[src/rtl/status_uart_pkg.sv]
// Shared types and constants for the status UART transmitter.
// Frame states, line levels and data width used by the FSM and the bench-facing top.
package status_uart_pkg;

  typedef enum logic [2:0] {
    IDLE   = 3'd0,
    START  = 3'd1,
    DATA   = 3'd2,
    PARITY = 3'd3,
    STOP   = 3'd4
  } uart_state_t;

  localparam logic LINE_IDLE = 1'b1;
  localparam logic START_BIT = 1'b0;
  localparam int   DATA_BITS = 8;
  localparam int   BIT_IDX_W = $clog2(DATA_BITS);

  // Even parity: the parity bit makes the total count of ones even.
  function automatic logic even_parity(input logic [DATA_BITS-1:0] b);
    return ^b;
  endfunction

endpackage

[src/rtl/status_uart_fifo.sv]
// Synchronous FIFO with registered write and combinational head read.
// Latency: 1 clock write-to-visible; backpressure: full drops writes, empty ignores reads.
module status_uart_fifo #(
  parameter int DEPTH = 8,
  parameter int WIDTH = 8
) (
  input  logic             clk,
  input  logic             rst,
  input  logic             wr_vld,
  input  logic [WIDTH-1:0] wr_dat,
  input  logic             rd_rdy,
  output logic [WIDTH-1:0] rd_dat,
  output logic             full,
  output logic             empty
);

  localparam int AW = $clog2(DEPTH);
  localparam logic [AW:0] PTR_ONE = {{AW{1'b0}}, 1'b1};

  logic [WIDTH-1:0] mem [DEPTH];
  logic [AW:0]      wr_ptr;
  logic [AW:0]      rd_ptr;
  logic             do_wr;
  logic             do_rd;

  // Extra MSB on each pointer tells a full ring from an empty one.
  assign empty  = (wr_ptr == rd_ptr);
  assign full   = (wr_ptr[AW] != rd_ptr[AW]) && (wr_ptr[AW-1:0] == rd_ptr[AW-1:0]);
  assign do_wr  = wr_vld && !full;
  assign do_rd  = rd_rdy && !empty;
  assign rd_dat = mem[rd_ptr[AW-1:0]];

  always_ff @(posedge clk or posedge rst) begin
    if (rst) begin
      wr_ptr <= '0;
      rd_ptr <= '0;
    end else begin
      if (do_wr) wr_ptr <= wr_ptr + PTR_ONE;
      if (do_rd) rd_ptr <= rd_ptr + PTR_ONE;
    end
  end

  always_ff @(posedge clk) begin
    if (do_wr) mem[wr_ptr[AW-1:0]] <= wr_dat;
  end

endmodule

[src/rtl/status_uart_tx.sv]
// Byte UART transmitter (8N1, LSB first; even parity bit when STATUS_UART_PARITY_EN is defined).
// Latency: tx_o falls one clock after a write into an empty idle FIFO; backpressure: full_o, writes while full dropped and flagged on ovf_o.
module status_uart_tx
  import status_uart_pkg::*;
#(
  parameter int FIFO_DEPTH = 8,
  parameter int DIV_W      = 16
) (
  input  logic             wb_clk_i,
  input  logic             wb_rst_i,
  input  logic [DIV_W-1:0] div_i,
  input  logic             wr_en_i,
  input  logic [7:0]       wr_data_i,
  output logic             full_o,
  output logic             empty_o,
  output logic             busy_o,
  output logic             ovf_o,
  output logic             tx_o
);

  logic                 fifo_full;
  logic                 fifo_empty;
  logic [DATA_BITS-1:0] fifo_dat;
  logic                 pop;

  uart_state_t          state, state_nxt;
  logic [DIV_W-1:0]     cnt, cnt_nxt;
  logic [DIV_W-1:0]     period, period_nxt;
  logic [DATA_BITS-1:0] shreg, shreg_nxt;
  logic [BIT_IDX_W-1:0] idx, idx_nxt;
  logic                 tx, tx_nxt;
  logic                 ovf;
  logic                 bit_done;
  logic                 start_frame;
`ifdef STATUS_UART_PARITY_EN
  logic                 par, par_nxt;
`endif

  status_uart_fifo #(
    .DEPTH (FIFO_DEPTH),
    .WIDTH (DATA_BITS)
  ) u_fifo (
    .clk    (wb_clk_i),
    .rst    (wb_rst_i),
    .wr_vld (wr_en_i),
    .wr_dat (wr_data_i),
    .rd_rdy (pop),
    .rd_dat (fifo_dat),
    .full   (fifo_full),
    .empty  (fifo_empty)
  );

  assign bit_done = (cnt == '0);
  assign pop      = start_frame;

  always_ff @(posedge wb_clk_i or posedge wb_rst_i) begin
    if (wb_rst_i) begin
      state  <= IDLE;
      cnt    <= '0;
      period <= '0;
      shreg  <= '0;
      idx    <= '0;
      tx     <= LINE_IDLE;
`ifdef STATUS_UART_PARITY_EN
      par    <= 1'b0;
`endif
    end else begin
      state  <= state_nxt;
      cnt    <= cnt_nxt;
      period <= period_nxt;
      shreg  <= shreg_nxt;
      idx    <= idx_nxt;
      tx     <= tx_nxt;
`ifdef STATUS_UART_PARITY_EN
      par    <= par_nxt;
`endif
    end
  end

  // Sticky until reset; a write against a full FIFO is lost even if a pop happens on the same edge.
  always_ff @(posedge wb_clk_i or posedge wb_rst_i) begin
    if (wb_rst_i) begin
      ovf <= 1'b0;
    end else if (wr_en_i && fifo_full) begin
      ovf <= 1'b1;
    end
  end

  always_comb begin
    state_nxt   = state;
    cnt_nxt     = cnt;
    period_nxt  = period;
    shreg_nxt   = shreg;
    idx_nxt     = idx;
    tx_nxt      = tx;
    start_frame = 1'b0;
`ifdef STATUS_UART_PARITY_EN
    par_nxt     = par;
`endif

    if (state != IDLE && !bit_done) begin
      cnt_nxt = cnt - DIV_W'(1);
    end

    case (state)
      IDLE: begin
        if (!fifo_empty) start_frame = 1'b1;
      end
      START: begin
        if (bit_done) begin
          state_nxt = DATA;
          tx_nxt    = shreg[0];
          shreg_nxt = shreg >> 1;
          idx_nxt   = '0;
          cnt_nxt   = period;
        end
      end
      DATA: begin
        if (bit_done) begin
          cnt_nxt = period;
          if (idx == BIT_IDX_W'(DATA_BITS - 1)) begin
`ifdef STATUS_UART_PARITY_EN
            state_nxt = PARITY;
            tx_nxt    = par;
`else
            state_nxt = STOP;
            tx_nxt    = LINE_IDLE;
`endif
          end else begin
            tx_nxt    = shreg[0];
            shreg_nxt = shreg >> 1;
            idx_nxt   = idx + BIT_IDX_W'(1);
          end
        end
      end
`ifdef STATUS_UART_PARITY_EN
      PARITY: begin
        if (bit_done) begin
          state_nxt = STOP;
          tx_nxt    = LINE_IDLE;
          cnt_nxt   = period;
        end
      end
`endif
      STOP: begin
        // Back-to-back frames: the next byte starts on the edge the stop bit ends.
        if (bit_done) begin
          if (!fifo_empty) start_frame = 1'b1;
          else             state_nxt   = IDLE;
        end
      end
      default: begin
        state_nxt = IDLE;
        tx_nxt    = LINE_IDLE;
      end
    endcase

    if (start_frame) begin
      state_nxt  = START;
      tx_nxt     = START_BIT;
      shreg_nxt  = fifo_dat;
      period_nxt = div_i;
      cnt_nxt    = div_i;
`ifdef STATUS_UART_PARITY_EN
      par_nxt    = even_parity(fifo_dat);
`endif
    end
  end

  assign tx_o    = tx;
  assign busy_o  = (state != IDLE);
  assign full_o  = fifo_full;
  assign empty_o = fifo_empty;
  assign ovf_o   = ovf;

endmodule

[config.mk]
export PLATFORM = sky130hd
export DESIGN_NAME = status_uart_tx
export DESIGN_NICKNAME = d
export VERILOG_FILES = /design/src/rtl/status_uart_pkg.sv /design/src/rtl/status_uart_fifo.sv /design/src/rtl/status_uart_tx.sv
export SDC_FILE = /design/constraint.sdc
export NUM_CORES = 1
export LEC_CHECK = 0
export ABC_AREA = 1
export CORE_MARGIN = 2
export CORE_UTILIZATION = 57
export DETAILED_ROUTE_END_ITERATION = 16
export PLACE_DENSITY = 0.88
export SLEW_MARGIN = 20
export SYNTH_ARGS = -nofsm -noshare
export SYNTH_HDL_FRONTEND = slang
export SYNTH_SLANG_ARGS = --single-unit
[constraint.sdc]
create_clock -name wb_clk_i -period 2.75 [get_ports wb_clk_i]
set_input_delay 0.55 -clock wb_clk_i [delete_from_list [all_inputs] [get_ports wb_clk_i]]
set_output_delay 0.55 -clock wb_clk_i [all_outputs]
set_load 0.005 [all_outputs]
Word-level counts from Yosys, hierarchy flattened. Memory sizes are Yosys's and may differ from the RTL's. Index checks and enable logic that the tools add are counted.

Bits in writable memories: 64. Bits in registers: 56. Memories kept: 1. Output and inout port bits: 5.

Equal/unequal tests: 18. Reductions and logical operators: 19. Mux-type cells: 30. $add $sub $neg: 4.

Memories: u_fifo.mem (depth 8, width 8, rd ports 1, clocked after Yosys merged registers in 0, write ports 1, line status_uart_fifo.sv:20) `logic [WIDTH-1:0] mem [DEPTH];`.

Operators by type and width (count): $mux 16 (4); $mux 8 (4); $mux 3 (9); $ne 3x2->1 const B (6); $logic_not 16->1 (1); $pmux 8 s2 (1); $sub 16x1->16 const B (1); $pmux 3 s4 (1); $add 4x1->4 const B (2); $mux 1 (8); $reduce_and 4->1 (2); $eq 3x3->1 const B (2); $ne 2x2->1 const B (3); $pmux 3 s2 (1); $reduce_and 6->1 (1); $reduce_bool 3->1 (2); $logic_and 1x1->1 (5); $eq 4x4->1 (1); $ne 2x1->1 const B (2); $reduce_or 2->1 (2); $add 3x1->3 const B (1); $eq 3x1->1 const B (1); $eq 3x2->1 const B (1); $eq 3x3->1 (1); 7 further kinds (9).

Logic depth before layout (Yosys ltp). Gate-level depths: netlist of the first run.

Depth in word-level cells: 7. Depth in mapped cells: 12. Mapped depth without buffers: 11.

Hierarchy. A second synthesis of the first run with hierarchy kept.

Cell total of the unflattened synthesis: 656. Area, all modules: 5800.6 µm².

By module, submodules not included: status_uart_fifo (area each 3074.2 µm², instances 1, cells an instance 268); status_uart_tx (area each 2726.4 µm², instances 1, cells an instance 388).

Worst setup path after synthesis of the first run. OpenSTA, ideal clock, no wires.

Kind: register to register. From: register u_fifo.rd_ptr[2]. To: memory u_fifo.mem[6][0] (enable). Clock period less this slack: 2.131 ns. Stages on the path, launching flop included: 10. Required time: 2.367 ns. Path slack: 0.619 ns. Arrival time: 1.748 ns. Path through: dfrtp_1 -> buf_4 -> nand2_1 -> nand2_1 -> nand2_1 -> nor2_1 -> nand2_1 -> nand2_1 -> or2_1 -> nor3_1.

Word-level cells in the longest chain between the ends: 6.

RTL lines: from (decl) (line status_uart_fifo.sv:22) `logic [AW:0] rd_ptr;`; from (signal assigned) (line status_uart_fifo.sv:39) `if (do_rd) rd_ptr <= rd_ptr + PTR_ONE;`; $eq 3x3->1 (line status_uart_fifo.sv:28) `assign full = (wr_ptr[AW] != rd_ptr[AW]) && (wr_ptr[AW-1:0] == rd_ptr[AW-1:0]);`; $logic_and 1x1->1 (line status_uart_fifo.sv:28); $logic_not 1->1 (line status_uart_fifo.sv:29) `assign do_wr = wr_vld && !full;`; $logic_and 1x1->1 (line status_uart_fifo.sv:29); $mux 1 (line status_uart_fifo.sv:44) `if (do_wr) mem[wr_ptr[AW-1:0]] <= wr_dat;`; $mux 1 (implied by the code) (line status_uart_fifo.sv:44); to (decl) (line status_uart_fifo.sv:20).

Every way passes these cells.

Worst setup path in the final report of the first run.
From: register u_fifo.rd_ptr[2]. To: output full_o.

Word-level cells in the longest chain between the ends: 2.

RTL lines: $eq 3x3->1 (line status_uart_fifo.sv:28); $logic_and 1x1->1 (line status_uart_fifo.sv:28); to (decl) (line status_uart_tx.sv:14) `output logic full_o,`.

Every way passes these cells.

==> flow_metrics.env, run 1 <==
export IMPL_htree_levels=4
export IMPL_grt_use_met1_pct=28.81
export IMPL_grt_pass1_vias=4477
export IMPL_initial_utilization_pct=58.94
export IMPL_avgSynthCellArea_sq_um=8.905
export IMPL_max_slew_margin_pct=64.71
export IMPL_vias_per_cell=5.329
export IMPL_busiest_layer="met2"
export IMPL_worstSkewPairLatency_ps=530
export IMPL_pin_count=32
export IMPL_root_buffer="clkbuf_8"
export IMPL_maxSlewViolCount=0
export IMPL_cts_tree="built"
export IMPL_maxCapViolations=0
export IMPL_use_met3_pct=7.049
export IMPL_regArea_sq_um=3326
export IMPL_cp_end_kind="output port"
export IMPL_diodes=0
export IMPL_finalWeightedCongestion=0.8668
export IMPL_hold_viol=0
export IMPL_synth_seq_cells=120
export IMPL_status="finished, final reports clean"
export IMPL_portBuffers=31
export IMPL_synthToLayoutAreaGrowth_pct=17.83
export IMPL_final_nets=727
export IMPL_r2r_slack_ps=620
export IMPL_multi_input_area_sq_um=2180
export IMPL_num_vias=4482
export IMPL_ys_seq_area_share_pct=57.44
export IMPL_arrival_ps=2050
export IMPL_irDropWorstVdd_mv=0.7492
export IMPL_tightest_slew_ps=528.6
export IMPL_setup_tns_ps=0
export IMPL_reg2reg_depth=11
export IMPL_final_min_clock_period_ps=2599
export IMPL_grt_pass1_wl_microns=20930
export IMPL_synth_top_area_share_pct=33.20
export IMPL_n_fill_cell=734
export IMPL_ctsHoldBuffers=0
export IMPL_max_freq_ghz=0.3847
export IMPL_synth_area_leaders="edfxtp_1 33%, dfrtp_1 24%, nand2_1 15%, nor2_1 5.6%, o21ai_0 3.4%"
export IMPL_rsz0062_at_grt="false"
export IMPL_skew_ps=10.67
export IMPL_worstSetupPathType="reg2out"
export IMPL_synthesis_nets=682
export IMPL_synth_edf_count=64
export IMPL_crit_required_ps=2200
export IMPL_syn_area_sq_um=5788
export IMPL_grt_max_degree=37
export IMPL_yosysWarnings=0
export IMPL_met2_usage_pct=42.21
export IMPL_min_delay_path_class="in2async"
export IMPL_crit_path_max_fanout=10
export IMPL_synth_top_cell_by_area="edfxtp_1"
export IMPL_drt_total_wl_microns=12410
export IMPL_drc_errors=0
export IMPL_synthFlopType="edfxtp_1"
export IMPL_wl_per_cell_microns=14.75
export IMPL_async_reset_ff_share_pct=46.67
export IMPL_hpwlAfterDp_microns=7883
export IMPL_cp_start_kind="flop"
export IMPL_drive_gt1_share_pct=12.01
export IMPL_postLayoutCoreUtil_pct=69.46
export IMPL_netlist_instances=650
export IMPL_die_h_microns=104.8
export IMPL_cts_buffers=17
export IMPL_clock_sinks=120
export IMPL_die_w_microns=104.8
export IMPL_clk_pin_slew_ps=60
export IMPL_grt_usage_pct=24.37
export IMPL_drt_first_iter_violations=272
export IMPL_die_area_sq_um=10980
export IMPL_setup_viol=0
export IMPL_overflow=0
export IMPL_post_route_period_util_pct=94.51
export IMPL_p_leak_nw=3.044
export IMPL_cts_path_max_buffers=2
export IMPL_power_density_nw_per_um2=1231
export IMPL_drt_pass1_iter_count=5
export IMPL_ys_types=36
export IMPL_rows=36
export IMPL_coreArea_sq_um=9819
export IMPL_antenna_found_initial=0
export IMPL_detail_route_antenna_nets=0
-- worst max-delay path: stages, from the launching register on --
cell and delay, ps:
dfrtp_2 470, inv_6 120, nand2_1 60, nand2_1 80
nand2_1 70, nor2_2 110, nand2_1 70, inv_1 50
clkdlybuf4s50_1 490
-- layer usage --
| metal | vias to the layer above | routed length, microns |
|---|---|---|
| met4 | 0 | 208 |
| li1 | 2205 | - |
| met3 | 23 | 834 |
| met5 | - | 0 |
| met1 | 2101 | 4977 |
| met2 | 153 | 6386 |
-- where the power goes --
part | switching, mW | internal, mW | leakage, nW
combinational | 2.26 | 1.19 | 1.51
clock | 0.809 | 1.29 | 0.270
sequential | 0.376 | 2.48 | 1.26
total | 3.45 | 4.95 | 3.04
-- final timing paths --
| path | start | to |
|---|---|---|
| worst max-delay path | u_fifo.rd_ptr[2]$_DFFE_PP0P_ | full_o |
| worst min-delay path | wb_rst_i | period[4]$_DFFE_PP0P_ |
| worst max register to register | cnt[0]$_DFF_PP0_ | cnt[8]$_DFF_PP0_ |
| worst min register to register | period[3]$_DFFE_PP0P_ | period[3]$_DFFE_PP0P_ |
| max in group asynchronous | wb_rst_i | u_fifo.rd_ptr[2]$_DFFE_PP0P_ |
| min in group wb_clk_i | period[3]$_DFFE_PP0P_ | period[3]$_DFFE_PP0P_ |
-- stage by stage --
stage	hold WS [ps]	worst slack, ps	area, sq um	cells	power [mW]
after floorplan	443.6	619.2	5788	650	5.484
after global routing	422.1	3.326	6820	841	9.036
after global placement	456.3	554.8	6230	807	6.031
final	380.4	150.8	6820	841	8.397
after CTS	388.7	1.842	6799	839	8.367
after detailed placement	461.5	536.2	6230	807	6.194
-- logic make-up after synthesis --
| logic type | count (synthesis) | synth area share (%) |
|---|---|---|
| buffers and inverters | 56 | 4.950 |
| muxes | 1 | 0.1729 |
| AOI/OAI and AO/OA | 63 | 5.772 |
| adders and majority gates | 5 | 1.081 |
| and+or+nand+nor | 396 | 29.23 |
| DFF | 120 | 57.44 |
| xor gates and xnor gates | 9 | 1.362 |
-- state kept, by name, summed over array words and instances, names as in the netlist --
signal,flops
u_fifo.rd_ptr,4
u_fifo.mem,64
shreg,8
u_fifo.wr_ptr,4
period,16
cnt,16
tx_o,1
idx,3
ovf_o,1
state,3
-- synthesized netlist by cell type, types with 3 or more instances --
cell type  instances
inv_1             29
o21ai_0           39
dfrtp_1           55
edfxtp_1          64
or2_2              4
nand2_4            3
o21ai_1           11
nor2_4             4
ha_1               5
nand3b_1           7
inv_2              5
nor2_2             6
nand2_2            7
xor2_1             7
buf_2              5
nand3_1           34
buf_6              8
nand2_1          236
nor2_1            86
a21oi_1            6
clkbuf_1           6
-- cell type report --
| cell class | count | share of cell area [%] |
|---|---|---|
| flip-flops and latches | 120 | 48.76 |
| repair buffers | 47 | 6.494 |
| clock buffers | 17 | 6.072 |
| multi-input cells | 474 | 31.96 |
| inverters | 35 | 2.036 |
| well taps | 133 | 2.440 |
| clock inverters | 15 | 2.238 |
-- what timing repair did --
item / 4_1_cts / 5_1_grt
gates cloned: 0 / 0
setup buffers: 0 / 2
endpoints found under the setup margin: 2 / 2
gates resized for setup: 1 / 4
-- layout by cell type, fill, tap and decap left out, types with 4 or more instances in the layout --
cell type        Yosys  final
a21oi_1              6      6
buf_4                2     15
clkbuf_16            0     16
clkdlybuf4s50_1      0     31
clkinv_4             0      4
dfrtp_1             55     54
edfxtp_1            64     64
ha_1                 5      5
inv_1               29     27
inv_2                5      6
nand2_1            236    236
nand2_2              7      7
nand3_1             34     34
nand3b_1             7      7
nor2_1              86     85
nor2_2               6      7
nor2_4               4      4
o21ai_0             39     39
o21ai_1             11     11
or2_2                4      4
xor2_1               7      7
Power figures use the tool's default switching activity.
==> run 2, diff against run 1 <==
--- a/config.mk
+++ b/config.mk
@@ -7,9 +7,9 @@
 export LEC_CHECK = 0
 export ABC_AREA = 1
 export CORE_MARGIN = 2
-export CORE_UTILIZATION = 57
+export CORE_UTILIZATION = 40
 export DETAILED_ROUTE_END_ITERATION = 16
-export PLACE_DENSITY = 0.88
+export PLACE_DENSITY = 0.66
 export SLEW_MARGIN = 20
 export SYNTH_ARGS = -nofsm -noshare
 export SYNTH_HDL_FRONTEND = slang
==> flow_metrics.env, run 2 (synthesis gave the netlist of run 1 again) <==
export IMPL_power_density_nw_per_um2=1206
export IMPL_die_h_microns=124.3
export IMPL_cts_buffers=17
export IMPL_reg2reg_from="cnt[0]$_DFF_PP0_"
export IMPL_worst_path_stages=8
export IMPL_detail_route_antenna_nets=0
export IMPL_reg2reg_depth=11
export IMPL_pin_count=32
export IMPL_worst_r2r_endpoint="u_fifo.rd_ptr[2]$_DFFE_PP0P_"
export IMPL_arrival_ps=2020
export IMPL_crit_required_ps=2200
export IMPL_final_min_clock_period_ps=2565
export IMPL_max_slew_margin_pct=71.59
export IMPL_crit_path_max_fanout=11
export IMPL_slowest_stage="dfrtp_2"
export IMPL_finalWeightedCongestion=0.8810
export IMPL_slowest_delay_ps=490
export IMPL_irDropWorstVdd_mv=0.7281
export IMPL_finalNonFillerCells=887
export IMPL_drc_errors=0
export IMPL_cp_cell_sequence="inv_4 > nand2_1 > nand2_1 > nand2_1 > nor2_1 > nand2_1 > inv_1 > clkdlybuf4s50_1"
export IMPL_antenna_found_initial=0
export IMPL_grt_pass1_vias=4238
export IMPL_min_delay_path_class="in2async"
export IMPL_cp_start_kind="flop"
export IMPL_hold_viol=0
export IMPL_setup_ws_ps=184.9
export IMPL_drive_gt1_share_pct=11.88
export IMPL_critPathBufInv=3
export IMPL_largest_reg_flops=64
export IMPL_n_fill_cell=1310
export IMPL_pwr_share_seq_pct=34.4
export IMPL_root_buffer="clkbuf_16"
export IMPL_clock_sinks=120
export IMPL_maxSlewViolCount=0
export IMPL_final_common_cell="nand2_1"
export IMPL_switchingPower_mw=3.368
export IMPL_cts_setup_buffers=0
export IMPL_initial_utilization_pct=41.38
export IMPL_multi_input_area_sq_um=2177
export IMPL_max_freq_ghz=0.3899
export IMPL_overflow=0
export IMPL_portBuffers=31
export IMPL_p_int_mw=4.883
export IMPL_grt_usage_pct=16.68
export IMPL_vias_per_cell=4.870
export IMPL_cts_path_max_buffers=2
export IMPL_synthToLayoutAreaGrowth_pct=18.20
export IMPL_die_area_sq_um=15450
export IMPL_setup_viol=0
export IMPL_clk_pin_slew_ps=60
export IMPL_rows=43
export IMPL_htree_levels=4
export IMPL_swShare_pct=40.82
export IMPL_layout_common_cells="236 x nand2_1, 86 x nor2_1, 64 x edfxtp_1, 54 x dfrtp_1, 39 x o21ai_0"
export IMPL_rsz0062_at_grt="false"
export IMPL_r2r_slack_ps=660
export IMPL_skew_ps=13.78
export IMPL_final_nets=726
export IMPL_worstSetupPathType="reg2out"
export IMPL_grt_pass1_wl_microns=20620
export IMPL_cts_tree="built"
export IMPL_crit_family="buffers and inverters"
export IMPL_diodes=0
export IMPL_p_comb_share_pct=40.8
export IMPL_num_vias=4320
export IMPL_worstSkewPairLatency_ps=420
export IMPL_maxCapViolations=0
export IMPL_critPathLaunch="u_fifo.rd_ptr[2]$_DFFE_PP0P_"
export IMPL_cp_end_kind="output port"
export IMPL_post_route_period_util_pct=93.28
export IMPL_crit_end="full_o"
export IMPL_wl_per_cell_microns=13.76
export IMPL_die_w_microns=124.3
export IMPL_status="finished, final reports clean"
export IMPL_grt_max_degree=37
export IMPL_coreArea_sq_um=13990
export IMPL_p_leak_nw=3.042
export IMPL_drt_first_iter_violations=226
export IMPL_place_inst=855
export IMPL_dp_slack_ps=505.0
export IMPL_ctsHoldBuffers=0
export IMPL_drt_pass1_iter_count=5
export IMPL_regArea_sq_um=3326
export IMPL_tightest_slew_ps=425.0
export IMPL_setup_tns_ps=0
export IMPL_clockPowerShare_pct=24.8
export IMPL_cpMostUsedCell="nand2_1"
export IMPL_hpwlAfterDp_microns=8153
export IMPL_drt_total_wl_microns=12200
==> run 2: area by class of cell <==
| class | instances | area share, % |
|---|---|---|
| repair buffers | 46 | 6.181 |
| clock buffers | 17 | 6.218 |
| inverters | 35 | 1.993 |
| clock inverters | 15 | 1.884 |
| well taps | 180 | 3.292 |
| flip-flops and latches | 120 | 48.61 |
| multi-input cells | 474 | 31.82 |
==> run 2: metal layers <==
layer	up-vias	GRT usage, %	share of wire, %
met5	-	0	0
met4	0	5.023	1.1
met3	10	4.510	3.4
met2	74	28.00	50
met1	2034	21.14	46
li1	2202	-	-
==> run 2: how the worst min path moves through the flow <==
stage,endpoint,slack (ps),cells past startpoint
3_5_place_dp,period[12]$_DFFE_PP0P_,460,2
3_3_place_gp,ovf_o$_DFFE_PP0P_,460,1
4_1_cts,cnt[10]$_DFF_PP0_,450,2
2_1_floorplan,period[15]$_DFFE_PP0P_,440,2
6_report,cnt[10]$_DFF_PP0_,460,2
5_1_grt,cnt[6]$_DFF_PP0_,480,2
==> run 2: what timing repair did <==
action / CTS / global route
endpoints found under the setup margin: 0 / 1
hold endpoints to repair: 0 / 0
resized for setup: 0 / 2
==> run 2: through the flow <==
stage / hold slack [ps] / utilization (%) / instance area, sq um / power, mW
2_1_floorplan: 443.6 / - / 5788 / 5.484
3_3_place_gp: 457.3 / 44.92 / 6284 / 6.127
3_5_place_dp: 462.3 / 44.92 / 6284 / 6.243
4_1_cts: 451.1 / 48.88 / 6838 / 8.331
5_1_grt: 482.1 / 48.91 / 6842 / 8.955
6_report: 459.4 / 48.91 / 6842 / 8.251
==> run 2: power by group through the flow <==
stage | sequential, mW | clock (mW) | combinational, mW
detailed placement | 2.86 | 0 | 3.38
global route | 2.91 | 2.17 | 3.87
floorplan | 2.76 | 0 | 2.73
CTS | 2.83 | 2.09 | 3.41
global placement | 2.84 | 0 | 3.29
finish | 2.84 | 2.05 | 3.37
==> run 3, diff against run 2 <==
--- a/config.mk
+++ b/config.mk
@@ -9,7 +9,7 @@
 export CORE_MARGIN = 2
 export CORE_UTILIZATION = 40
 export DETAILED_ROUTE_END_ITERATION = 16
-export PLACE_DENSITY = 0.66
+export PLACE_DENSITY = 0.68
 export SLEW_MARGIN = 20
 export SYNTH_ARGS = -nofsm -noshare
 export SYNTH_HDL_FRONTEND = slang
==> constraint.sdc (replaced) <==
create_clock -name wb_clk_i -period 2.2 [get_ports wb_clk_i]
set_input_delay 0.44 -clock wb_clk_i [delete_from_list [all_inputs] [get_ports wb_clk_i]]
set_output_delay 0.44 -clock wb_clk_i [all_outputs]
set_load 0.005 [all_outputs]
==> flow_metrics.env, run 3 (synthesis gave the netlist of run 1 again) <==
export IMPL_status="finished, final reports clean"
export IMPL_hpwlAfterDp_microns=8414
export IMPL_hold_viol=0
export IMPL_slowest_delay_ps=360
export IMPL_reg2reg_from="cnt[0]$_DFF_PP0_"
export IMPL_maxSlewViolCount=0
export IMPL_cp_cell_sequence="inv_1 > ha_2 > nand3_2 > inv_2 > nand2_2 > nand2_4 > nand2_8 > buf_4 > nand2_1 > nand2_1 > nand2_1 > nand2_1"
export IMPL_htree_levels=4
export IMPL_postPlaceCellArea_sq_um=6354
export IMPL_grt_max_degree=37
export IMPL_p_comb_share_pct=40.2
export IMPL_cp_end_kind="flop"
export IMPL_largest_reg_flops=64
export IMPL_synthToLayoutAreaGrowth_pct=22.09
export IMPL_postLayoutCellArea_sq_um=7067
export IMPL_swShare_pct=39.31
export IMPL_final_common_cell="nand2_1"
export IMPL_slowest_stage="dfrtp_1"
export IMPL_switchingPower_mw=4.361
export IMPL_layout_common_cells="236 x nand2_1, 85 x nor2_1, 64 x edfxtp_1, 55 x dfrtp_1, 39 x o21ai_0"
export IMPL_grt_pass1_vias=4194
export IMPL_portBuffers=31
export IMPL_post_route_period_util_pct=91.07
export IMPL_clock_sinks=120
export IMPL_cp_start_kind="flop"
export IMPL_die_w_microns=124.3
export IMPL_multi_input_area_sq_um=2187
export IMPL_critPathBufInv=3
export IMPL_irDropWorstVdd_mv=0.9210
export IMPL_diodes=0
export IMPL_drt_total_wl_microns=12550
export IMPL_vias_per_cell=4.990
export IMPL_detail_route_antenna_nets=0
export IMPL_max_freq_ghz=0.4991
export IMPL_final_nets=738
export IMPL_regArea_sq_um=3324
export IMPL_die_h_microns=124.3
export IMPL_root_buffer="clkbuf_16"
export IMPL_power_density_nw_per_um2=1570
export IMPL_maxCapViolations=0
export IMPL_p_int_mw=6.733
export IMPL_initial_utilization_pct=41.38
export IMPL_drt_pass1_iter_count=7
export IMPL_p_leak_nw=3.156
export IMPL_crit_path_max_fanout=22
export IMPL_worstSkewPairLatency_ps=420
export IMPL_fin_total_pwr_mw=11.09
export IMPL_pin_count=32
export IMPL_die_area_sq_um=15450
export IMPL_cts_tree="built"
export IMPL_overflow=0
export IMPL_pwr_share_seq_pct=31.8
export IMPL_skew_ps=6.964
export IMPL_n_fill_cell=1265
export IMPL_drive_gt1_share_pct=13.77
export IMPL_worstSetupPathType="reg2reg"
export IMPL_crit_family="simple AND/OR/NAND/NOR gates"
export IMPL_rsz0062_at_grt="false"
export IMPL_clockPowerShare_pct=28.0
export IMPL_cts_buffers=17
export IMPL_grt_pass1_wl_microns=20790
export IMPL_critPathLaunch="cnt[0]$_DFF_PP0_"
export IMPL_coreArea_sq_um=13990
export IMPL_wl_per_cell_microns=13.96
export IMPL_drc_errors=0
export IMPL_grt_usage_pct=16.97
export IMPL_final_min_clock_period_ps=2004
export IMPL_tightest_slew_ps=412.6
export IMPL_setup_viol=0
export IMPL_cpMostUsedCell="nand2_1"
export IMPL_antenna_found_initial=0
export IMPL_setup_tns_ps=0
export IMPL_min_delay_path_class="in2async"
export IMPL_crit_required_ps=2500
export IMPL_clk_pin_slew_ps=60
export IMPL_rows=43
export IMPL_cts_path_max_buffers=2
export IMPL_num_vias=4486
export IMPL_max_slew_margin_pct=72.45
export IMPL_arrival_ps=2310
export IMPL_drt_first_iter_violations=318
export IMPL_finalWeightedCongestion=0.9213
run 3: cell count changes in the layout (fill, tap and decap cells not counted), moves of 2 or more:
cell / before / now
buf_12: 0 / 2
clkdlybuf4s50_1: 31 / 29
clkinv_2: 6 / 0
bufinv_16: 1 / 5
dlygate4sd2_1: 0 / 2
inv_6: 2 / 7
clkinv_4: 5 / 1
inv_2: 5 / 7
buf_4: 15 / 25
run 3: area by class of cell:
class,instances,area share [%]
multi-input combinational,474,30.95
clock inverter,15,3.329
clock buffer,17,6.020
tap,180,3.187
sequential,120,47.04
inverter,35,1.894
timing repair buffer,58,7.578
run 3: stage by stage:
stage               instances  hold slack, ps  utilization [%]  setup WS, ps
floorplan                 650           443.6                -         69.17
global placement          861           456.6            45.42         241.5
detailed placement        861           461.3            45.42         120.7
CTS                       899           339.3            50.47         97.80
global route              899           373.0            50.52         42.70
finish                    899           338.7            50.52         196.4
run 3: layer usage:
layer / vias up / GRT usage (%) / wire [microns]
li1: 2222 / - / -
met1: 2138 / 21.95 / 5682
met2: 113 / 27.45 / 6087
met3: 13 / 4.854 / 596
met4: 0 / 5.816 / 182
met5: - / 0 / 0
run 3: power groups by stage:
stage,clock network (mW),logic [mW],registers (mW)
after floorplan,0,3.41,3.44
after global placement,0,4.25,3.55
after detailed placement,0,4.37,3.56
after CTS,3.14,4.47,3.52
after global routing,3.25,5.08,3.59
final,3.11,4.46,3.52
run 3: timing repair:
item / in CTS / in global routing
resized for setup: 4 / 2
setup endpoints to repair: 2 / 8
hold buffers: 0 / 0
gates cloned: 0 / 0
pin swaps: 4 / 0
buffers inserted: 6 / 0
run 3: worst paths after layout:
kind,end,slack [ps],depth (start not counted)
worst max register to register,cnt[15]$_DFF_PP0_,200,12
worst min register to register,period[10]$_DFFE_PP0P_,470,2
min in group wb_clk_i,period[10]$_DFFE_PP0P_,470,2
max in group asynchronous,tx_o$_DFFE_PP1P_,1290,3
worst min-delay path,u_fifo.wr_ptr[1]$_DFFE_PP0P_,340,2
worst max-delay path,cnt[15]$_DFF_PP0_,200,12
run 3: worst reg2reg max path, delay by kind of cell (launching register included):
family | cells | cell delay, ps
and+or+nand+nor | 8 | 730
buffers and inverters | 3 | 520
DFF | 1 | 360
adders and majority gates | 1 | 280
